**src/rtl/filter_pass_seq_if.sv**
```systemverilog
// ---------------------------------------------------------------------------
// filter_pass_seq_if : control and address bus of the filter-pass sequencer
// Rev 1.0 - initial release
// ---------------------------------------------------------------------------
`default_nettype none

interface filter_pass_seq_if;
  logic        start_in;
  logic        abort_in;
  logic [2:0]  filter_select_in;
  logic [1:0]  threshold_select_in;
  logic        freeze_out;
  logic        rd_en_out;
  logic [16:0] rd_addr_out;
  logic [8:0]  x_out;
  logic [7:0]  y_out;
  logic        wr_en_out;
  logic [16:0] wr_addr_out;
  logic [2:0]  filter_select_out;
  logic [1:0]  threshold_select_out;
  logic        busy_out;
  logic        done_out;

  // Sequencer side
  modport master (
    input  start_in, abort_in, filter_select_in, threshold_select_in,
    output freeze_out, rd_en_out, rd_addr_out, x_out, y_out,
           wr_en_out, wr_addr_out, filter_select_out, threshold_select_out,
           busy_out, done_out
  );

  // Screen / datapath side
  modport slave (
    output start_in, abort_in, filter_select_in, threshold_select_in,
    input  freeze_out, rd_en_out, rd_addr_out, x_out, y_out,
           wr_en_out, wr_addr_out, filter_select_out, threshold_select_out,
           busy_out, done_out
  );
endinterface

`default_nettype wire

```
**src/rtl/filter_pass_seq.sv**
```systemverilog
// ---------------------------------------------------------------------------
// filter_pass_seq : one raster filter pass over the frame buffer, with
//                   matching delayed write strobe/address for the result buffer
// Rev 1.0 - initial release
// ---------------------------------------------------------------------------
`default_nettype none

module filter_pass_seq #(
  parameter int WIDTH      = 320,
  parameter int HEIGHT     = 240,
  parameter int RD_LAT     = 2,
  parameter int PIPE_LAT   = 6,
  parameter int FREEZE_CYC = 4
) (
  input  wire logic       clk_in,
  input  wire logic       rst_in,
  filter_pass_seq_if.master io
);

  localparam int L     = RD_LAT + PIPE_LAT;
  localparam int N     = WIDTH * HEIGHT;
  localparam int FRZ_W = (FREEZE_CYC > 1) ? $clog2(FREEZE_CYC) : 1;

  localparam logic [16:0]      c_last_addr = 17'(N - 1);
  localparam logic [8:0]       c_x_last    = 9'(WIDTH - 1);
  localparam logic [FRZ_W-1:0] c_frz_last  = FRZ_W'(FREEZE_CYC - 1);
  // Every delay-line stage except the output one
  localparam logic [L-1:0]     c_head_mask = L'((64'd1 << (L - 1)) - 64'd1);

  typedef enum logic [2:0] {
    ST_IDLE   = 3'd0,
    ST_FREEZE = 3'd1,
    ST_ISSUE  = 3'd2,
    ST_DRAIN  = 3'd3,
    ST_DONE   = 3'd4
  } state_t;

  state_t            state_q, state_d;
  logic [FRZ_W-1:0]  frz_cnt_q, frz_cnt_d;
  logic              rd_en_q, rd_en_d;
  logic [16:0]       rd_addr_q, rd_addr_d;
  logic [8:0]        x_q, x_d;
  logic [7:0]        y_q, y_d;
  logic [2:0]        fsel_q, fsel_d;
  logic [1:0]        tsel_q, tsel_d;
  logic              busy_q, busy_d;
  logic              freeze_q, freeze_d;
  logic              done_q, done_d;
  logic [L-1:0]      pipe_vld_q, pipe_vld_d;
  logic [16:0]       pipe_addr_q [L];
  logic [16:0]       pipe_addr_d [L];

  logic w_abort;
  logic w_drain_empty;

  assign w_abort       = io.abort_in && (state_q != ST_IDLE);
  // Last valid entry is in the output stage: it leaves on this edge
  assign w_drain_empty = ((pipe_vld_q & c_head_mask) == '0);

  always_comb begin
    state_d   = state_q;
    frz_cnt_d = frz_cnt_q;
    rd_en_d   = 1'b0;
    rd_addr_d = rd_addr_q;
    x_d       = x_q;
    y_d       = y_q;
    fsel_d    = fsel_q;
    tsel_d    = tsel_q;

    case (state_q)
      ST_IDLE: begin
        if (io.start_in && !io.abort_in) begin
          state_d   = ST_FREEZE;
          frz_cnt_d = '0;
          fsel_d    = io.filter_select_in;
          tsel_d    = io.threshold_select_in;
        end
      end
      ST_FREEZE: begin
        if (frz_cnt_q == c_frz_last) begin
          state_d   = ST_ISSUE;
          rd_en_d   = 1'b1;
          rd_addr_d = '0;
          x_d       = '0;
          y_d       = '0;
        end else begin
          frz_cnt_d = frz_cnt_q + FRZ_W'(1);
        end
      end
      ST_ISSUE: begin
        if (rd_addr_q == c_last_addr) begin
          state_d = ST_DRAIN;
        end else begin
          rd_en_d   = 1'b1;
          rd_addr_d = rd_addr_q + 17'd1;
          if (x_q == c_x_last) begin
            x_d = '0;
            y_d = y_q + 8'd1;
          end else begin
            x_d = x_q + 9'd1;
          end
        end
      end
      ST_DRAIN: begin
        if (w_drain_empty) begin
          state_d = ST_DONE;
        end
      end
      ST_DONE: begin
        state_d = ST_IDLE;
      end
      default: begin
        state_d = ST_IDLE;
      end
    endcase

    if (w_abort) begin
      state_d = ST_IDLE;
      rd_en_d = 1'b0;
    end

    busy_d   = (state_d == ST_FREEZE) || (state_d == ST_ISSUE) || (state_d == ST_DRAIN);
    freeze_d = busy_d;
    done_d   = (state_d == ST_DONE);
  end

  // Write-side delay line: pure L-cycle delay of the issued read
  always_comb begin
    pipe_vld_d[0]  = rd_en_q;
    pipe_addr_d[0] = rd_addr_q;
    for (int i = 1; i < L; i++) begin
      pipe_vld_d[i]  = pipe_vld_q[i-1];
      pipe_addr_d[i] = pipe_addr_q[i-1];
    end
    if (w_abort) begin
      pipe_vld_d = '0;
    end
  end

  always_ff @(posedge clk_in or posedge rst_in) begin
    if (rst_in) begin
      state_q    <= ST_IDLE;
      frz_cnt_q  <= '0;
      rd_en_q    <= 1'b0;
      rd_addr_q  <= '0;
      x_q        <= '0;
      y_q        <= '0;
      fsel_q     <= '0;
      tsel_q     <= '0;
      busy_q     <= 1'b0;
      freeze_q   <= 1'b0;
      done_q     <= 1'b0;
      pipe_vld_q <= '0;
      for (int i = 0; i < L; i++) begin
        pipe_addr_q[i] <= '0;
      end
    end else begin
      state_q    <= state_d;
      frz_cnt_q  <= frz_cnt_d;
      rd_en_q    <= rd_en_d;
      rd_addr_q  <= rd_addr_d;
      x_q        <= x_d;
      y_q        <= y_d;
      fsel_q     <= fsel_d;
      tsel_q     <= tsel_d;
      busy_q     <= busy_d;
      freeze_q   <= freeze_d;
      done_q     <= done_d;
      pipe_vld_q <= pipe_vld_d;
      for (int i = 0; i < L; i++) begin
        pipe_addr_q[i] <= pipe_addr_d[i];
      end
    end
  end

  assign io.freeze_out           = freeze_q;
  assign io.rd_en_out            = rd_en_q;
  assign io.rd_addr_out          = rd_addr_q;
  assign io.x_out                = x_q;
  assign io.y_out                = y_q;
  assign io.wr_en_out            = pipe_vld_q[L-1];
  assign io.wr_addr_out          = pipe_addr_q[L-1];
  assign io.filter_select_out    = fsel_q;
  assign io.threshold_select_out = tsel_q;
  assign io.busy_out             = busy_q;
  assign io.done_out             = done_q;

endmodule

`default_nettype wire

```
**src/flat_wrapper.sv**
```systemverilog
// flat-port wrapper written by rule: the top's interface ports become plain ports
module filter_pass_seq_flat 
#(
  parameter int WIDTH      = 320,
  parameter int HEIGHT     = 240,
  parameter int RD_LAT     = 2,
  parameter int PIPE_LAT   = 6,
  parameter int FREEZE_CYC = 4
)
  (clk_in, rst_in, io_start_in, io_abort_in, io_filter_select_in, io_threshold_select_in, io_freeze_out, io_rd_en_out, io_rd_addr_out, io_x_out, io_y_out, io_wr_en_out, io_wr_addr_out, io_filter_select_out, io_threshold_select_out, io_busy_out, io_done_out);
  filter_pass_seq_if io_i ();
  input  wire logic clk_in;
  input  wire logic rst_in;
  input wire logic [$bits(io_i.start_in)-1:0] io_start_in;
  input wire logic [$bits(io_i.abort_in)-1:0] io_abort_in;
  input wire logic [$bits(io_i.filter_select_in)-1:0] io_filter_select_in;
  input wire logic [$bits(io_i.threshold_select_in)-1:0] io_threshold_select_in;
  output wire logic [$bits(io_i.freeze_out)-1:0] io_freeze_out;
  output wire logic [$bits(io_i.rd_en_out)-1:0] io_rd_en_out;
  output wire logic [$bits(io_i.rd_addr_out)-1:0] io_rd_addr_out;
  output wire logic [$bits(io_i.x_out)-1:0] io_x_out;
  output wire logic [$bits(io_i.y_out)-1:0] io_y_out;
  output wire logic [$bits(io_i.wr_en_out)-1:0] io_wr_en_out;
  output wire logic [$bits(io_i.wr_addr_out)-1:0] io_wr_addr_out;
  output wire logic [$bits(io_i.filter_select_out)-1:0] io_filter_select_out;
  output wire logic [$bits(io_i.threshold_select_out)-1:0] io_threshold_select_out;
  output wire logic [$bits(io_i.busy_out)-1:0] io_busy_out;
  output wire logic [$bits(io_i.done_out)-1:0] io_done_out;
  assign io_i.start_in = io_start_in;
  assign io_i.abort_in = io_abort_in;
  assign io_i.filter_select_in = io_filter_select_in;
  assign io_i.threshold_select_in = io_threshold_select_in;
  assign io_freeze_out = io_i.freeze_out;
  assign io_rd_en_out = io_i.rd_en_out;
  assign io_rd_addr_out = io_i.rd_addr_out;
  assign io_x_out = io_i.x_out;
  assign io_y_out = io_i.y_out;
  assign io_wr_en_out = io_i.wr_en_out;
  assign io_wr_addr_out = io_i.wr_addr_out;
  assign io_filter_select_out = io_i.filter_select_out;
  assign io_threshold_select_out = io_i.threshold_select_out;
  assign io_busy_out = io_i.busy_out;
  assign io_done_out = io_i.done_out;
  filter_pass_seq #(.WIDTH(WIDTH), .HEIGHT(HEIGHT), .RD_LAT(RD_LAT), .PIPE_LAT(PIPE_LAT), .FREEZE_CYC(FREEZE_CYC)) u_core (.clk_in(clk_in), .rst_in(rst_in), .io(io_i));
endmodule
```
**config.mk**
```make
export PLATFORM = sky130hd
export DESIGN_NAME = filter_pass_seq_flat
export DESIGN_NICKNAME = d
export VERILOG_FILES = /design/src/rtl/filter_pass_seq_if.sv /design/src/rtl/filter_pass_seq.sv /design/src/flat_wrapper.sv
export SDC_FILE = /design/constraint.sdc
export NUM_CORES = 1
export LEC_CHECK = 0
export ABC_AREA = 1
export CORE_MARGIN = 3
export CORE_UTILIZATION = 45
export CTS_CLUSTER_DIAMETER = 30
export DETAILED_ROUTE_END_ITERATION = 10
export PLACE_DENSITY = 0.66
export SETUP_SLACK_MARGIN = 0.2
export SYNTH_ARGS = -nofsm -noshare
export SYNTH_HDL_FRONTEND = slang
export SYNTH_SLANG_ARGS = --single-unit
```
**constraint.sdc**
```tcl
create_clock -name clk_in -period 8.36 [get_ports clk_in]
set_clock_uncertainty 0.05 [all_clocks]
set_input_delay 2.508 -clock clk_in [delete_from_list [all_inputs] [get_ports clk_in]]
set_output_delay 2.508 -clock clk_in [all_outputs]
set_load 0.005 [all_outputs]
```
==> impl_metrics.yaml <==
synth:
  synthFlopType: "sky130_fd_sc_hd__dfrtp_1"
  synth_fp_nets: 569
  synth-edff-count: 0
  synth_cells: 556
  synth_seq_cells: 191
  synthesis.area_sq_um: 6700
  syn_avg_cell_area_sq_um: 12.0
  postSynth.asyncResetShare: 1.00
  ys_seq_area_frac: 0.714
  synth_cell_types: 35
  yosysWarningCount: 0
placement:
  routabilityCongestion: 0.838
  dp.final_hpwl_um: 7130
  io_buf_count: 69
  place_ws_ps: 3880
worst_setup_path:
  crit_type: "reg2out"
  crit_chain: "clkdlybuf4s50_1"
  worst-endpoint-arrival_ps: 1600
  worst_setup_sp_type: "flop"
  critPathMaxFanout: 8
  buffer_and_inverter_count_on_the_worst_path: 1
  dominant_delay_contributor_by_cell_family_on_the_critical_path: "buffers and inverters"
  max_stage_delay_ps: 610
  crit_path_top_delay_cell: "sky130_fd_sc_hd__clkdlybuf4s50_1"
  setup.worst_path.end_class: "output pin"
  worstPathRequired_ps: 5800
route:
  detail_route.iter0.violations: 261
  via_per_inst: 4.81
  dr.pass1.iters: 4
  number_of_nets_still_failing_antenna_checks_after_routing: 0
  num_vias: 3909
  routed_wl_um: 11100
  drc: 0
  wire_per_inst_um: 13.6
sta:
  grt_setup_unrepaired: "no"
  pins_over_slew_limit: 0
  maxSlewHeadroom: 0.384
  layout_min_cycle_time_ps: 4160
  tcrit_tclk_final: 0.497
  worst_pin_slew_ps: 924
  worst_slack_ps: 4200
  final-hold-violation-count: 0
  setup_violations: 0
  maxClockFrequency_mhz: 240
  fin_tns_setup_ps: 0
run_status:
  outcome: "finished clean"
min_path:
  timing.hold.worst.class: "reg2reg"
cts:
  cts_htree_levels: 4
  path_clk_slew_ps: 70
  cts_inserted_buffers: 17
  cts.repair_timing.setup_buffer_count: 0
  cts-hold-fix-buffers: 0
  worst_skew_pair.late_latency_ps: 430
  clk_root_buffer_cell: "sky130_fd_sc_hd__clkbuf_16"
  tritoncts: "done"
  ctsLongestPathBuffers: 2
  post_cts_sizing_count: 0
  numClockSinks: 191
layout:
  final_cell_mix: "sky130_fd_sc_hd__dfrtp_1 (191), sky130_fd_sc_hd__nand2_1 (113), sky130_fd_sc_hd__clkdlybuf4s50_1 (69), sky130_fd_sc_hd__nor2_1 (56), sky130_fd_sc_hd__inv_1 (41)"
  finalNetCount: 633
  final_layout_size_suffix_gt1_frac: 0.123
  antennaDiodeCount: 0
  layout.cells.most_common: "sky130_fd_sc_hd__dfrtp_1"
  area_growth_syn_to_layout_pct: 19.9
power:
  irDropWorstVdd_v: 0.000154
  power_per_cell_area_nw_per_um2: 255
  p_leak_nw: 3.95
floorplanning:
  floorplan.initialDensity: 0.471
  core_region_sq_um: 14200
  die_w_um: 128
  ios: 70
  chipHeight_um: 128
  fp-row-count: 43
  die_area_sq_um: 16400
grt:
  gr-usage-all-layers: 0.147
  first_global_vias: 3918
  number_of_antenna_violations_at_the_first_check_in_global_routing: 0
  grt_first_pass_wirelength_um: 18900
  grt_start_max_net_pins: 138
  global_route.overflow_total: 0
run:
  max-cap-violations: 0
layout make-up:
type,instances,area [sq um]
fill,1174,6170
sequential,191,4780
multi-input combinational,291,1540
inverter,49,191
clock inverter,14,153
tap,180,225
timing repair buffer,70,698
clock buffer,18,439
layer usage:
metal,share of wire,vias to the layer above,GRT usage
li1,-,1882,-
met1,0.46,1940,0.194
met2,0.50,72,0.233
met3,0.031,15,0.0417
met4,0.016,0,0.0568
met5,0,-,0
sequential cells by signal (all words and copies together) (netlist names), 3 cells and up:
| signal | flops |
|---|---|
| u_core.pipe_addr_d | 119 |
| u_core.io.rd_addr_out | 17 |
| u_core.io.wr_addr_out | 17 |
| u_core.io.x_out | 9 |
| u_core.io.y_out | 8 |
| u_core.pipe_vld_q | 8 |
| u_core.io.filter_select_out | 3 |
| u_core.state_q | 3 |
where the power goes:
part	leakage, nW	switching, mW	internal (mW)
sequential	2.64	0.0382	0.994
combinational	1.02	0.124	0.100
clock	0.291	0.358	0.431
total	3.95	0.521	1.53
Yosys cell counts (4+ instances only):
library cell,number,share of area
sky130_fd_sc_hd__mux2_2,5,0.0084
sky130_fd_sc_hd__nand3_1,39,0.029
sky130_fd_sc_hd__nor2_1,56,0.031
sky130_fd_sc_hd__o21ai_0,4,0.0030
sky130_fd_sc_hd__inv_1,42,0.024
sky130_fd_sc_hd__inv_2,6,0.0034
sky130_fd_sc_hd__buf_4,19,0.021
sky130_fd_sc_hd__dfrtp_1,191,0.71
sky130_fd_sc_hd__nand2_1,113,0.063
sky130_fd_sc_hd__ha_1,4,0.0075
sky130_fd_sc_hd__o21ai_2,16,0.021
sky130_fd_sc_hd__nand4_1,14,0.013
sky130_fd_sc_hd__xor2_1,7,0.0092
final timing paths:
check,end,cells after the start,slack (ps),start
worst min register to register,u_core.pipe_addr_d[97],0,290,u_core.pipe_addr_d[114]
worst max register to register,u_core.io.rd_addr_out[11],7,6010,u_core.state_q[0]
min in group asynchronous,u_core.io.wr_addr_out[15],2,2610,rst_in
max in group asynchronous,u_core.pipe_addr_d[77],3,4420,rst_in
worst max-delay path,io_rd_addr_out[16],1,4200,u_core.io.rd_addr_out[16]
worst min-delay path,u_core.pipe_addr_d[97],0,290,u_core.pipe_addr_d[114]
logic make-up after synthesis:
logic type	after synthesis	share of synthesized area
multiplexers	6	0.0118
buffers and inverters	74	0.0555
AO/OA/AOI/OAI	27	0.0303
adder cells (fa/ha/maj)	4	0.00748
XOR/XNOR	8	0.0105
AND/OR/NAND/NOR	246	0.171
flip-flops	191	0.714
per-stage QoR:
step	area [sq um]	power (mW)	cells	utilization	hold WS, ps
after global placement	7440	1.27	781	0.524	281
after floorplan	6700	1.19	556	-	281
final	8030	2.05	813	0.565	295
after CTS	8030	2.07	813	0.565	293
after global routing	8030	2.14	813	0.565	292
after detailed placement	7440	1.28	781	0.524	285
No activity file was read; power rests on OpenSTA's default activity.
